[src/rtl/alu_pkg.sv]
// alu_pkg: opcode, state and BCD constants shared by the sequential ALU
package alu_pkg;

   typedef enum logic [2:0] {
      ADD  = 3'd0,
      SUB  = 3'd1,
      AND  = 3'd2,
      EOR  = 3'd3,
      OR   = 3'd4,
      SHR  = 3'd5,
      DADD = 3'd6,
      DSUB = 3'd7
   } alu_op_t;

   typedef enum logic [1:0] {
      IDLE,
      EXEC,
      DONE
   } alu_state_t;

   localparam logic [3:0] BCD_MAX_DIGIT = 4'd9;
   localparam logic [3:0] BCD_ADJ_ADD   = 4'd6;
   localparam logic [3:0] BCD_ADJ_SUB   = 4'd10;

endpackage

[src/rtl/bcd_digit_step.sv]
// bcd_digit_step: one BCD digit of add (carry) or subtract (borrow), combinational
module bcd_digit_step
   import alu_pkg::*;
(
   input  logic [3:0] a_d,
   input  logic [3:0] b_d,
   input  logic       cin,
   input  logic       sub,
   output logic [3:0] d,
   output logic       cout
);

   logic [4:0] s_add;
   logic [4:0] s_sub;
   logic       add_gt;

   // a-b-bw spans -16..15, so bit 4 is the sign of the difference
   assign s_add  = {1'b0, a_d} + {1'b0, b_d} + {4'b0, cin};
   assign s_sub  = {1'b0, a_d} - {1'b0, b_d} - {4'b0, cin};
   assign add_gt = s_add > {1'b0, BCD_MAX_DIGIT};
   assign cout   = sub ? s_sub[4] : add_gt;
   assign d      = sub ? (s_sub[4] ? s_sub[3:0] + BCD_ADJ_SUB : s_sub[3:0])
                       : (add_gt ? s_add[3:0] + BCD_ADJ_ADD : s_add[3:0]);

endmodule

[src/rtl/alu_seq.sv]
// alu_seq: registered ALU with start/done handshake; binary ops in one cycle, BCD nibble-serial
module alu_seq
   import alu_pkg::*;
#(
   parameter int WIDTH  = 8,
   parameter int DIGITS = WIDTH / 4
) (
   input  logic             clk,
   input  logic             rst,
   input  logic             start,
   input  logic [2:0]       op,
   input  logic [WIDTH-1:0] a_in,
   input  logic [WIDTH-1:0] b_in,
   input  logic             carry_in,
   output logic             ready,
   output logic             busy,
   output logic             done,
   output logic [WIDTH-1:0] result,
   output logic             carry_out,
   output logic             overflow,
   output logic             zero,
   output logic             negative
);

   localparam int CW = DIGITS > 1 ? $clog2(DIGITS) : 1;

   alu_state_t       state_q;
   alu_op_t          op_q;
   logic [WIDTH-1:0] a_q, b_q, part_q, result_q;
   logic [CW-1:0]    cnt_q;
   logic             c_q, carry_q, ovf_q, zero_q, neg_q;
   logic [WIDTH-1:0] b_op, bin_r, part_d, fin_r;
   logic [WIDTH:0]   sum;
   logic [3:0]       dig_d;
   logic             dig_c, bin_c, bin_v, is_arith, is_dec, last, fin_c;

   bcd_digit_step u_step (
      .a_d  (a_q[cnt_q*4 +: 4]),
      .b_d  (b_q[cnt_q*4 +: 4]),
      .cin  (c_q),
      .sub  (op_q == DSUB),
      .d    (dig_d),
      .cout (dig_c)
   );

   always_comb begin
      is_arith = op_q == ADD || op_q == SUB;
      is_dec   = op_q == DADD || op_q == DSUB;
      b_op     = op_q == SUB ? ~b_q : b_q;
      sum      = {1'b0, a_q} + {1'b0, b_op} + {{WIDTH{1'b0}}, c_q};
      bin_r    = op_q == AND ? a_q & b_q :
                 op_q == EOR ? a_q ^ b_q :
                 op_q == OR  ? a_q | b_q :
                 op_q == SHR ? {c_q, a_q[WIDTH-1:1]} : sum[WIDTH-1:0];
      bin_c    = op_q == SHR ? a_q[0] : is_arith & sum[WIDTH];
      bin_v    = is_arith & (a_q[WIDTH-1] ^ bin_r[WIDTH-1]) & (b_op[WIDTH-1] ^ bin_r[WIDTH-1]);
      part_d   = part_q;
      part_d[cnt_q*4 +: 4] = dig_d;
      last     = !is_dec || cnt_q == CW'(DIGITS - 1);
      fin_r    = is_dec ? part_d : bin_r;
      fin_c    = is_dec ? dig_c ^ (op_q == DSUB) : bin_c;
   end

   // c_q holds carry for add and borrow for DSUB, so DSUB starts from ~carry_in
   always_ff @(posedge clk) begin
      if (rst) begin
         state_q  <= IDLE;
         op_q     <= ADD;
         a_q      <= '0;
         b_q      <= '0;
         part_q   <= '0;
         cnt_q    <= '0;
         c_q      <= 1'b0;
         result_q <= '0;
         carry_q  <= 1'b0;
         ovf_q    <= 1'b0;
         zero_q   <= 1'b0;
         neg_q    <= 1'b0;
      end else if (state_q != EXEC) begin
         if (start) begin
            state_q <= EXEC;
            op_q    <= alu_op_t'(op);
            a_q     <= a_in;
            b_q     <= b_in;
            c_q     <= carry_in ^ (op == DSUB);
            cnt_q   <= '0;
            part_q  <= '0;
         end else begin
            state_q <= IDLE;
         end
      end else begin
         part_q <= part_d;
         c_q    <= dig_c;
         cnt_q  <= cnt_q + 1'b1;
         if (last) begin
            state_q  <= DONE;
            result_q <= fin_r;
            carry_q  <= fin_c;
            ovf_q    <= bin_v;
            zero_q   <= fin_r == '0;
            neg_q    <= fin_r[WIDTH-1];
         end
      end
   end

   assign ready     = state_q != EXEC;
   assign busy      = state_q == EXEC;
   assign done      = state_q == DONE;
   assign result    = result_q;
   assign carry_out = carry_q;
   assign overflow  = ovf_q;
   assign zero      = zero_q;
   assign negative  = neg_q;

endmodule

[config.mk]
export PLATFORM = sky130hd
export DESIGN_NAME = alu_seq
export DESIGN_NICKNAME = d
export VERILOG_FILES = /design/src/rtl/alu_pkg.sv /design/src/rtl/bcd_digit_step.sv /design/src/rtl/alu_seq.sv
export SDC_FILE = /design/constraint.sdc
export NUM_CORES = 1
export LEC_CHECK = 0
export CAP_MARGIN = 20
export CORE_MARGIN = 1
export CORE_UTILIZATION = 60
export CTS_CLUSTER_DIAMETER = 60
export CTS_CLUSTER_SIZE = 20
export DETAILED_ROUTE_END_ITERATION = 6
export GPL_ROUTABILITY_DRIVEN = 0
export GPL_TIMING_DRIVEN = 0
export PLACE_DENSITY = 0.85
export RECOVER_POWER = 25
export SLEW_MARGIN = 30
export SYNTH_ARGS = -nofsm -noshare
export SYNTH_HDL_FRONTEND = slang
export SYNTH_SLANG_ARGS = --single-unit
[constraint.sdc]
create_clock -name clk -period 10.95 [get_ports clk]
set_clock_uncertainty 0.05 [all_clocks]
set_input_delay 1.095 -clock clk [delete_from_list [all_inputs] [get_ports clk]]
set_output_delay 1.095 -clock clk [all_outputs]
set_load 0.02 [all_outputs]
==> metrics.md, run 1 <==
| Metric | Value |
|---|---|
| # hold bufs at CTS | 0 |
| Post_cts resized | 0 |
| Slew HR | 0.587 |
| Layout cells sized above 1 | 0.0830 |
| IO buf count | 36 |
| Number of antenna violations at the first check in global routing | 0 |
| Status | completed |
| Post-DP HPWL | 7400 µm |
| CTS tree | yes |
| Fin. max-slew vios | 0 |
| Reg area | a little over 800 µm² |
| Register area share after synthesis | 0.230 |
| Power Density | 115 nW/µm² |
| GRT Total Usage | 0.313 |
| Synth area leader | dfxtp_1 |
| Cell variety after synth | 67 |
| Reg clk slew, reported paths | 0.08 ns |
| Tcrit/Tclk final | 0.435 |
| Least-Margin Pin Slew | 0.617 ns |
| LEAKAGE | 1.72 nW |
| Gate Count Post-Synth | around 460 |
| Full die area | 6260 µm² |
| Met3 GRT Util | 0.0494 |
| Avg Cell Area, Syn | 7.72 µm² |
| Critical path class | flip-flop to flip-flop |
| Clock Root Buffer | clkbuf_8 |
| Worst path arrival time | 4.95 ns |
| Fill cell total of the finished layout | 462 |
| Starting Density | 0.636 |
| M2 GR Usage | 0.493 |
| Multi-input gate area | 2510 µm² |
| Setup crit end | result[6] |
| Largest net degree at the start of global routing | 14 |
| Number of diodes | 0 |
| Number of global-route vias before repair | 3,221 |
| Worst Path Max Fanout | 10 |
| Synth top area cells | dfxtp_1 23%, ha_1 11%, nand2_1 7.4%, a21oi_1 5.6%, nor2_1 4.6% |
| Worst EP required | 11.14 ns |
| I/O pins | 38 |
| Die width | 79.1 µm |
| Worst hold path class | flip-flop to flip-flop |
| CP Capture Type | flip-flop |
| Core Rows | 27 |
| Yosys warning total | 0 |
| Worst vdd ir | 76.2 µV |
| DR pass1 iterations | 7 |
| Total congestion overflow | 0 |
| Reg2Reg Depth | 17 |
| Area Overhead vs Synth | 15.3% |
| Synth Cell Area | 3570 µm² |
| FF-to-FF End | result[6] |
| Via count | 3,542 |
| Worst-skew pair later-pin latency | 0.30 ns |
| Fmax | 210 MHz |
| Post-CTS setup buffers | 0 |
| Yosys reg bits | 41 |
| RSZ-0062 raised after global routing | no |
| Final core utilization | 0.733 |
| Setup_tns | 0 ns |
| Most Crowded Layer GR | met2 |
| Post-route DRC | 0 |
| Vias per inst | 6.13 |
| DIE HEIGHT | 79.1 µm |
| CTS HTree Levels | 2 |
| Core area | around 5600 µm² |
| Fin. Hold Viols | 0 |
| Share of the synthesized area in the top cell type | 0.230 |
| Max-cap violations | 0 |
| Clock sinks | 41 |
| Setup crit start | cnt_q |
| GR Util met1 | 0.414 |
| Flop2flop setup slack | between 6 and 7 ns |
| Detailed Route WL | 9450 µm |
| Post-synth EDFFs | 0 |
| Routed WL per cell | 16.3 µm |
| Async set-reset flop share out of synthesis | 0 |
| Reg-to-Reg Start | cnt_q |
| Antenna Nets Post-Route | 0 |
| Crit path launch type | flip-flop |
| Dominant synthesized flop cell | dfxtp_1 |
| Final #Nets | between 500 and 600 |
| Maximum clock insertion buffer count | 2 |
| Final setup viols | 0 |
| CTS buffer count | 5 |
| Iteration-0 DRC Markers | approximately 410 |
| Synthesized Nets | 523 |
| Min Clock Period, post-route | roughly 4.8 ns |
| First-pass GRT wire length | about 15,000 µm |
==> cell usage in the layout (no fill, tap or decap), types with 12 or more instances in the layout <==
| master | synthesis | routed |
|---|---|---|
| nor3_1 | 12 | 12 |
| xnor2_1 | 13 | 13 |
| a21oi_1 | 40 | 40 |
| clkdlybuf4s50_1 | 0 | 32 |
| o21ai_0 | 22 | 22 |
| nor2_1 | 44 | 44 |
| dfxtp_1 | 41 | 41 |
| clkbuf_1 | 11 | 13 |
| ha_1 | 32 | 32 |
| inv_1 | 32 | 32 |
| nand2_1 | 70 | 70 |
==> cells by family (layout without fill, tap and decap cells) <==
| group | count (synthesis) | count (layout) | synth area share |
|---|---|---|---|
| xor gates and xnor gates | 17 | 17 | 0.0438 |
| adders and majority gates | 38 | 38 | 0.146 |
| DFF | 41 | 41 | 0.230 |
| buffers and inverters | 56 | 100 | 0.0656 |
| AOI/OAI and AO/OA | 125 | 125 | 0.249 |
| and+or+nand+nor | 169 | 169 | 0.219 |
| muxes | 16 | 16 | 0.0467 |
==> critical path, cell delays in order, from the launching register on <==
cell,delay (ns)
dfxtp_1,0.36
clkbuf_1,0.39
buf_2,0.32
clkbuf_1,0.37
nand2_1,0.09
o21ai_0,0.17
fa_1,0.28
inv_1,0.07
fa_1,0.50
xnor2_1,0.17
ha_1,0.31
or3b_2,0.44
a21oi_1,0.25
o31ai_1,0.11
a211oi_1,0.29
o221ai_1,0.24
o21a_1,0.23
nor2_1,0.07
==> worst min-delay path by stage <==
stage,from,slack (ns),endpoint,cells after the start
3_5_place_dp,result[1],0.41,result[1],2
3_3_place_gp,result[1],0.40,result[1],2
6_report,result[1],0.41,result[1],2
2_1_floorplan,b_q[0],0.40,b_q[0],2
4_1_cts,result[1],0.42,result[1],2
5_1_grt,result[1],0.43,result[1],2
==> synth_stat cells, types with 2 or more instances <==
| master | number |
|---|---|
| nand3b_1 | 2 |
| and3_1 | 5 |
| a311oi_1 | 3 |
| mux2_2 | 5 |
| a21o_1 | 5 |
| a31oi_1 | 2 |
| a211oi_1 | 10 |
| nand3_1 | 2 |
| o21ai_0 | 22 |
| buf_1 | 3 |
| and2_1 | 6 |
| nand2b_1 | 4 |
| nor4_1 | 2 |
| a21oi_1 | 40 |
| ha_1 | 32 |
| or3_1 | 2 |
| dfxtp_1 | 41 |
| nor2b_1 | 7 |
| a22oi_1 | 8 |
| nor2_1 | 44 |
| or2_2 | 3 |
| xor2_1 | 3 |
| nand2_1 | 70 |
| nor3_1 | 12 |
| mux2i_1 | 11 |
| nor3b_1 | 2 |
| fa_1 | 6 |
| buf_2 | 7 |
| o21a_1 | 11 |
| buf_4 | 2 |
| clkbuf_1 | 11 |
| xnor2_1 | 13 |
| inv_1 | 32 |
==> per-stage QoR <==
step / hold slack, ns / cell area, µm² / worst slack [ns] / instances / power (mW)
after floorplan: 0.403 / 3570 / 6.96 / 462 / 0.311
after global placement: 0.396 / 4020 / 6.32 / 570 / 0.358
after detailed placement: 0.406 / 4020 / 6.28 / 570 / 0.365
after CTS: 0.418 / 4110 / 6.25 / 578 / 0.470
after global routing: 0.427 / 4110 / 5.95 / 578 / 0.498
final: 0.408 / 4110 / 6.19 / 578 / 0.474
==> state kept, by name, summed over array words and instances, names as in the netlist, 2 cells and up <==
signal   count
b_q          8
a_q          8
op_q         3
result       8
part_q       7
state_q      2
==> metal layers <==
layer  up-vias  part of all wire  wire (µm)
met2       169              0.44       4180
met1      1647              0.43       4020
li1       1679                 -          -
met4         0             0.051        478
met3        47             0.081        767
met5         -                 0          0
==> area by class of cell <==
cell class                 instances  area share
tap                               72      0.0219
clock inverter                     2     0.00335
inverter                          32      0.0292
buffer                            24      0.0274
sequential                        41       0.200
timing repair buffer              36      0.0876
multi-input combinational        365       0.611
clock buffer                       6      0.0201
==> report_power, final <==
group / switching, mW / internal [mW] / leakage, nW
combinational: 0.115 / 0.0853 / 1.33
sequential: 0.00897 / 0.157 / 0.335
clock: 0.0569 / 0.0512 / 0.0512
total: 0.181 / 0.294 / 1.72
(Power assumes the default switching activity.)
==> run 2: changes to the inputs <==
Settings changed: CORE_UTILIZATION 60 to 58, PLACE_DENSITY 0.85 to 0.82.
Clock period 10.95 ns to 4.4 ns, I/O delays scaled along.
==> run 2 against run 1 <==
Against the previous run:
- the flow now finishes with violations (design-rule violations)
- cell area up 0.21%
- worst setup slack worse by 5.9 ns
- wire length is 1.9% higher
- flip-flop and latch count did not move
- critical path depth shrank 1
- die area up 3.4%
- count of clock-buffer cells in the layout unchanged
- sequential share of layout area about the same
- register-to-register slack worse by 5.9 ns
- highest routed layer unchanged
==> metrics.md, run 2 (same netlist as run 1, synthesis figures left out) <==
| Metric | Value |
|---|---|
| First-pass GRT wire length | 15,500 µm |
| Total congestion overflow | 0 |
| CTS tree | yes |
| Final setup viols | 0 |
| Die width | 80.4 µm |
| Min-delay src | overflow |
| Top layer used by detailed routing | met4 |
| CP Capture Type | flip-flop |
| Iteration-0 DRC Markers | 390 |
| Clock Root Buffer | clkbuf_8 |
| CTS HTree Levels | 2 |
| Maximum clock insertion buffer count | 2 |
| Switching share of power | 0.379 |
| Most frequent cells in the layout | 70 x nand2_1, 44 x nor2_1, 40 x a21oi_1, 40 x dfxtp_1 |
| Met1 wire length | 4200 µm |
| FF-to-FF End | zero |
| Psw | 0.445 mW |
| CTS buffer count | 5 |
| Number of global-route vias before repair | 3,261 |
| # hold bufs at CTS | 0 |
| Routed wl met2 | 4400 µm |
| Multi-input gate area | around 2500 µm² |
| Area Overhead vs Synth | 15.5% |
| Post-CTS setup buffers | 0 |
| Failing checks | design-rule violations |
| Clock sinks | 41 |
| Worst vdd ir | ~180 µV |
| Fin. Hold Viols | 0 |
| CP max stage delay | 0.49 ns |
| Commonest non-fill, non-tap cell in the layout | nand2_1 |
| Tcrit/Tclk final | 0.931 |
| DIE HEIGHT | between 80 and 90 µm |
| Reg2Reg Depth | 16 |
| Max-cap violations | 0 |
| Largest net degree at the start of global routing | 13 |
| Worst Path Max Fanout | 12 |
| IO buf count | 36 |
| Reg-to-Reg Start | cnt_q |
| Flop2flop setup slack | 0.30 ns |
| WHS | 0.409 ns |
| Reg clk slew, reported paths | 0.08 ns |
| LEAKAGE | between 1.5 and 2 nW |
| Post-route DRC | 1 |
| CP top delay family | compound AO/OA/AOI/OAI gates |
| Antenna Nets Post-Route | 0 |
| DR pass1 iterations | 7 |
| Final #Nets | between 500 and 600 |
| Fill cell total of the finished layout | 473 |
| Worst-skew pair later-pin latency | between 0.2 and 0.3 ns |
| Min Clock Period, post-route | between 4 and 5 ns |
| I/O pins | 38 |
| Post-DP HPWL | 7550 µm |
| Worst EP required | 4.56 ns |
| Met3 Wirelength | between 700 and 800 µm |
| Fin. max-slew vios | 0 |
| RSZ-0062 raised after global routing | no |
| Slew HR | 0.547 |
| Clk pwr share | 0.222 |
| Starting Density | 0.602 |
| Routed WL per cell | 16.6 µm |
| Reg area | 825 µm² |
| Status | finished with violations |
| Layout cells sized above 1 | 0.0893 |
| Sequential share of power | 0.354 |
| Crit path launch type | flip-flop |
| Full die area | 6470 µm² |
| Worst path arrival time | 4.26 ns |
| Number of antenna violations at the first check in global routing | 0 |
| Tot Pwr | ~1.2 mW |
| Power Density | 285 nW/µm² |
| Detailed Route WL | 9630 µm |
| Sink of the worst hold path | overflow |
| Core Rows | 28 |
| Fmax | 244 MHz |
| Number of diodes | 0 |
| Core area | around 6000 µm² |
| GRT Total Usage | 0.316 |
| Vias per inst | 6.06 |
| Power Internal | between 0.7 and 0.8 mW |
| Comb pwr share | 0.424 |
| Hold Crit Depth | 2 |
| Buf/Inv on CP | 4 |
| Critical path class | flip-flop to flip-flop |
| Critical Path, Cell by Cell | clkbuf_4 -> clkbuf_2 -> o21a_1 -> inv_1 -> fa_1 -> fa_1 -> xor2_2 -> ha_1 -> inv_1 -> a2bb2oi_2 -> nor3_1 -> a221oi_2 -> nand2_2 -> o311ai_2 -> nand4b_1 -> o31ai_2 |
| Worst hold path class | flip-flop to flip-flop |
| Crit path max-delay cell type | fa_1 |
| Via count | 3,506 |
| Least-Margin Pin Slew | 0.678 ns |
-- run 2: layout make-up --
class,instances,area share
Buffer,23,0.0276
Clock buffer,6,0.0200
Clock inverter,1,0.00182
Sequential cell,41,0.200
Tap cell,75,0.0228
Inverter,32,0.0291
Timing Repair Buffer,36,0.0874
Multi-Input combinational cell,365,0.611
-- run 2: how the worst max path moves through the flow --
stage / from / end / slack (ns) / depth (start not counted)
CTS: cnt_q / result[6] / 0.05 / 16
finish: cnt_q / zero / 0.30 / 16
global route: cnt_q / result[6] / 0.02 / 16
global placement: cnt_q / zero / -0.17 / 17
floorplan: cnt_q / zero / 0.41 / 17
detailed placement: cnt_q / result[6] / -0.26 / 17
-- run 2: per-layer routing --
metal  track usage  up-vias
met1         0.416     1647
li1              -     1686
met5             0        -
met2         0.523      137
met3        0.0500       36
met4         0.105        0
-- run 2: power groups by stage --
stage               Clock, mW  Combinational [mW]  Sequential (mW)
floorplan                   0               0.352            0.422
global placement            0               0.471            0.422
detailed placement          0               0.487            0.422
CTS                     0.257               0.490            0.415
global route            0.271               0.545            0.418
finish                  0.261               0.498            0.415
-- run 2: repair_timing --
action | CTS | global route
setup endpoints to repair | 4 | 5
endpoints found under the hold margin | 0 | 0
resized for setup | 1 | 5
-- run 2: tightest hold or removal path, cell delays in order, from the launching register on --
cell and delay, ns:
dfxtp_1 0.31, nand2_1 0.05, a21oi_1 0.05
-- run 2: metrics by stage --
| step | instance area [µm²] | worst slack, ns | utilization | TNS, ns | std cells |
|---|---|---|---|---|---|
| finish | 4120 | 0.304 | 0.696 | 0 | 579 |
| global route | 4120 | 0.0224 | 0.696 | 0 | 579 |
| CTS | 4110 | 0.0455 | 0.694 | 0 | 579 |
| detailed placement | 4020 | -0.263 | 0.679 | -0.645 | 573 |
| global placement | 4020 | -0.175 | 0.679 | -0.406 | 573 |
| floorplan | 3570 | 0.406 | - | 0 | 462 |
==> run 3: changes to the inputs <==
Clock period 4.4 ns to 4.7 ns, I/O delays scaled along.
==> run 3 against run 2 <==
Against the previous run:
- the run now ends clean
- critical path depth shrank 1
- worst setup slack gained 0.29 ns
- clock power shrank 7%
- cell area shrank 0.39%
- fmax shrank 0.17%
- global-route usage is essentially flat
- die area is the same
- via count grew 0.34%
- flip-flop and latch count is the same
- register-to-register slack gained 0.29 ns
- highest routed layer unchanged
==> metrics.md, run 3 (same netlist as run 1, synthesis figures left out) <==
| Metric | Value |
|---|---|
| Tcrit/Tclk final | 0.873 |
| Detailed Route WL | 9550 µm |
| Reg clk slew, reported paths | 0.08 ns |
| CP top delay family | compound AO/OA/AOI/OAI gates |
| Starting Density | 0.602 |
| Total congestion overflow | 0 |
| Antenna Nets Post-Route | 0 |
| Clock Root Buffer | clkbuf_8 |
| IO buf count | 36 |
| Worst vdd ir | 165 µV |
| Post-DP HPWL | 7550 µm |
| Crit path launch type | flip-flop |
| CP max stage delay | 0.49 ns |
| Number of diodes | 0 |
| Core Rows | 28 |
| Area Overhead vs Synth | 15.1% |
| Clock sinks | slightly above 40 |
| Min Clock Period, post-route | 4.10 ns |
| RSZ-0062 raised after global routing | no |
| GRT Total Usage | 0.317 |
| Power Density | roughly 270 nW/µm² |
| Least-Margin Pin Slew | 0.684 ns |
| Final non-filler cell total | 578 |
| Final core utilization | 0.693 |
| Placed insts | 573 |
| Most used cell, CP | fa_1 |
| Number of global-route vias before repair | about 3,300 |
| Fmax | 244 MHz |
| Layout cells sized above 1 | 0.0855 |
| PnR worst setup slack | ~0.6 ns |
| WHS | 0.409 ns |
| Routed WL per cell | 16.5 µm |
| Post-route DRC | 0 |
| I/O pins | 38 |
| Fin. Hold Viols | 0 |
| Design area | 4110 µm² |
| Critical path class | flip-flop to flip-flop |
| Dpl ws | 0.0365 ns |
| Final setup viols | 0 |
| DIE HEIGHT | between 80 and 90 µm |
| Worst path arrival time | 4.29 ns |
| CTS tree | yes |
| Tot Pwr | roughly 1.1 mW |
| CTS HTree Levels | 2 |
| Number of antenna violations at the first check in global routing | 0 |
| Die width | 80.4 µm |
| Post-CTS setup buffers | 0 |
| LEAKAGE | 1.72 nW |
| Crit path max-delay cell type | fa_1 |
| Via count | 3,518 |
| Worst hold path class | flip-flop to flip-flop |
| Setup_tns | 0 ns |
| CP Capture Type | flip-flop |
| Core area | 5920 µm² |
| Iteration-0 DRC Markers | 333 |
| Vias per inst | 6.09 |
| Critical Path, Cell by Cell | buf_2 -> nand2_1 -> o21ai_0 -> fa_1 -> inv_1 -> fa_1 -> xnor2_1 -> ha_1 -> or3b_2 -> a21oi_1 -> o31ai_1 -> a211oi_1 -> o221ai_1 -> o21a_1 -> nor2_1 |
| Final #Nets | 564 |
| CTS buffer count | 5 |
| Worst EP required | 4.88 ns |
| Worst-skew pair later-pin latency | 0.29 ns |
| Largest net degree at the start of global routing | 13 |
| Buf/Inv on CP | 2 |
| Worst Path Max Fanout | 19 |
| Max-cap violations | 0 |
| Maximum clock insertion buffer count | 2 |
| First-pass GRT wire length | 15,600 µm |
| Full die area | 6470 µm² |
| Status | completed |
| Slew HR | 0.542 |
| Fin. max-slew vios | 0 |
| DP Area | 4020 µm² |
| Commonest non-fill, non-tap cell in the layout | nand2_1 |
| Most frequent cells in the layout | 70 x nand2_1, 44 x nor2_1, 40 x a21oi_1, 40 x dfxtp_1 |
| DR pass1 iterations | 5 |
-- run 3: cell types whose count changed in the layout (fill, tap and decap cells not counted), sizes merged --
cell    change
buf         +1
clkbuf      -2
-- run 3: worst paths after layout --
kind	startpoint	to	slack, ns	cells after the start
max	cnt_q	result[6]	0.60	15
min reg2reg	overflow	overflow	0.41	2
min	overflow	overflow	0.41	2
max reg2reg	cnt_q	result[6]	0.60	15
-- run 3: layout make-up --
cell class,count,area [µm²]
sequential,41,822
fill,476,1820
timing repair buffer,36,360
tap,75,93.8
clock buffer,6,82.6
clock inverter,1,7.51
buffer,22,106
multi-input combinational,365,2510
inverter,32,120
-- run 3: layer usage --
metal / vias to the layer above / wire, µm / track usage
met5: - / 0 / 0
met4: 0 / 267 / 0.109
met3: 30 / 757 / 0.0500
met2: 158 / 4400 / 0.521
met1: 1653 / 4120 / 0.417
li1: 1677 / - / -
-- run 3: repair_timing --
action	CTS	global route
setup endpoints to repair	0	6
gates resized for setup	0	1
hold buffers	0	0
-- run 3: power by group --
part | switching [mW] | internal, mW
clock | 0.127 | 0.116
sequential | 0.0224 | 0.367
combinational | 0.264 | 0.198
-- run 3: tightest hold or removal path, stage by stage, from the launching register on --
cell and delay (ns):
dfxtp_1 0.31, nand2_1 0.05, a21oi_1 0.05
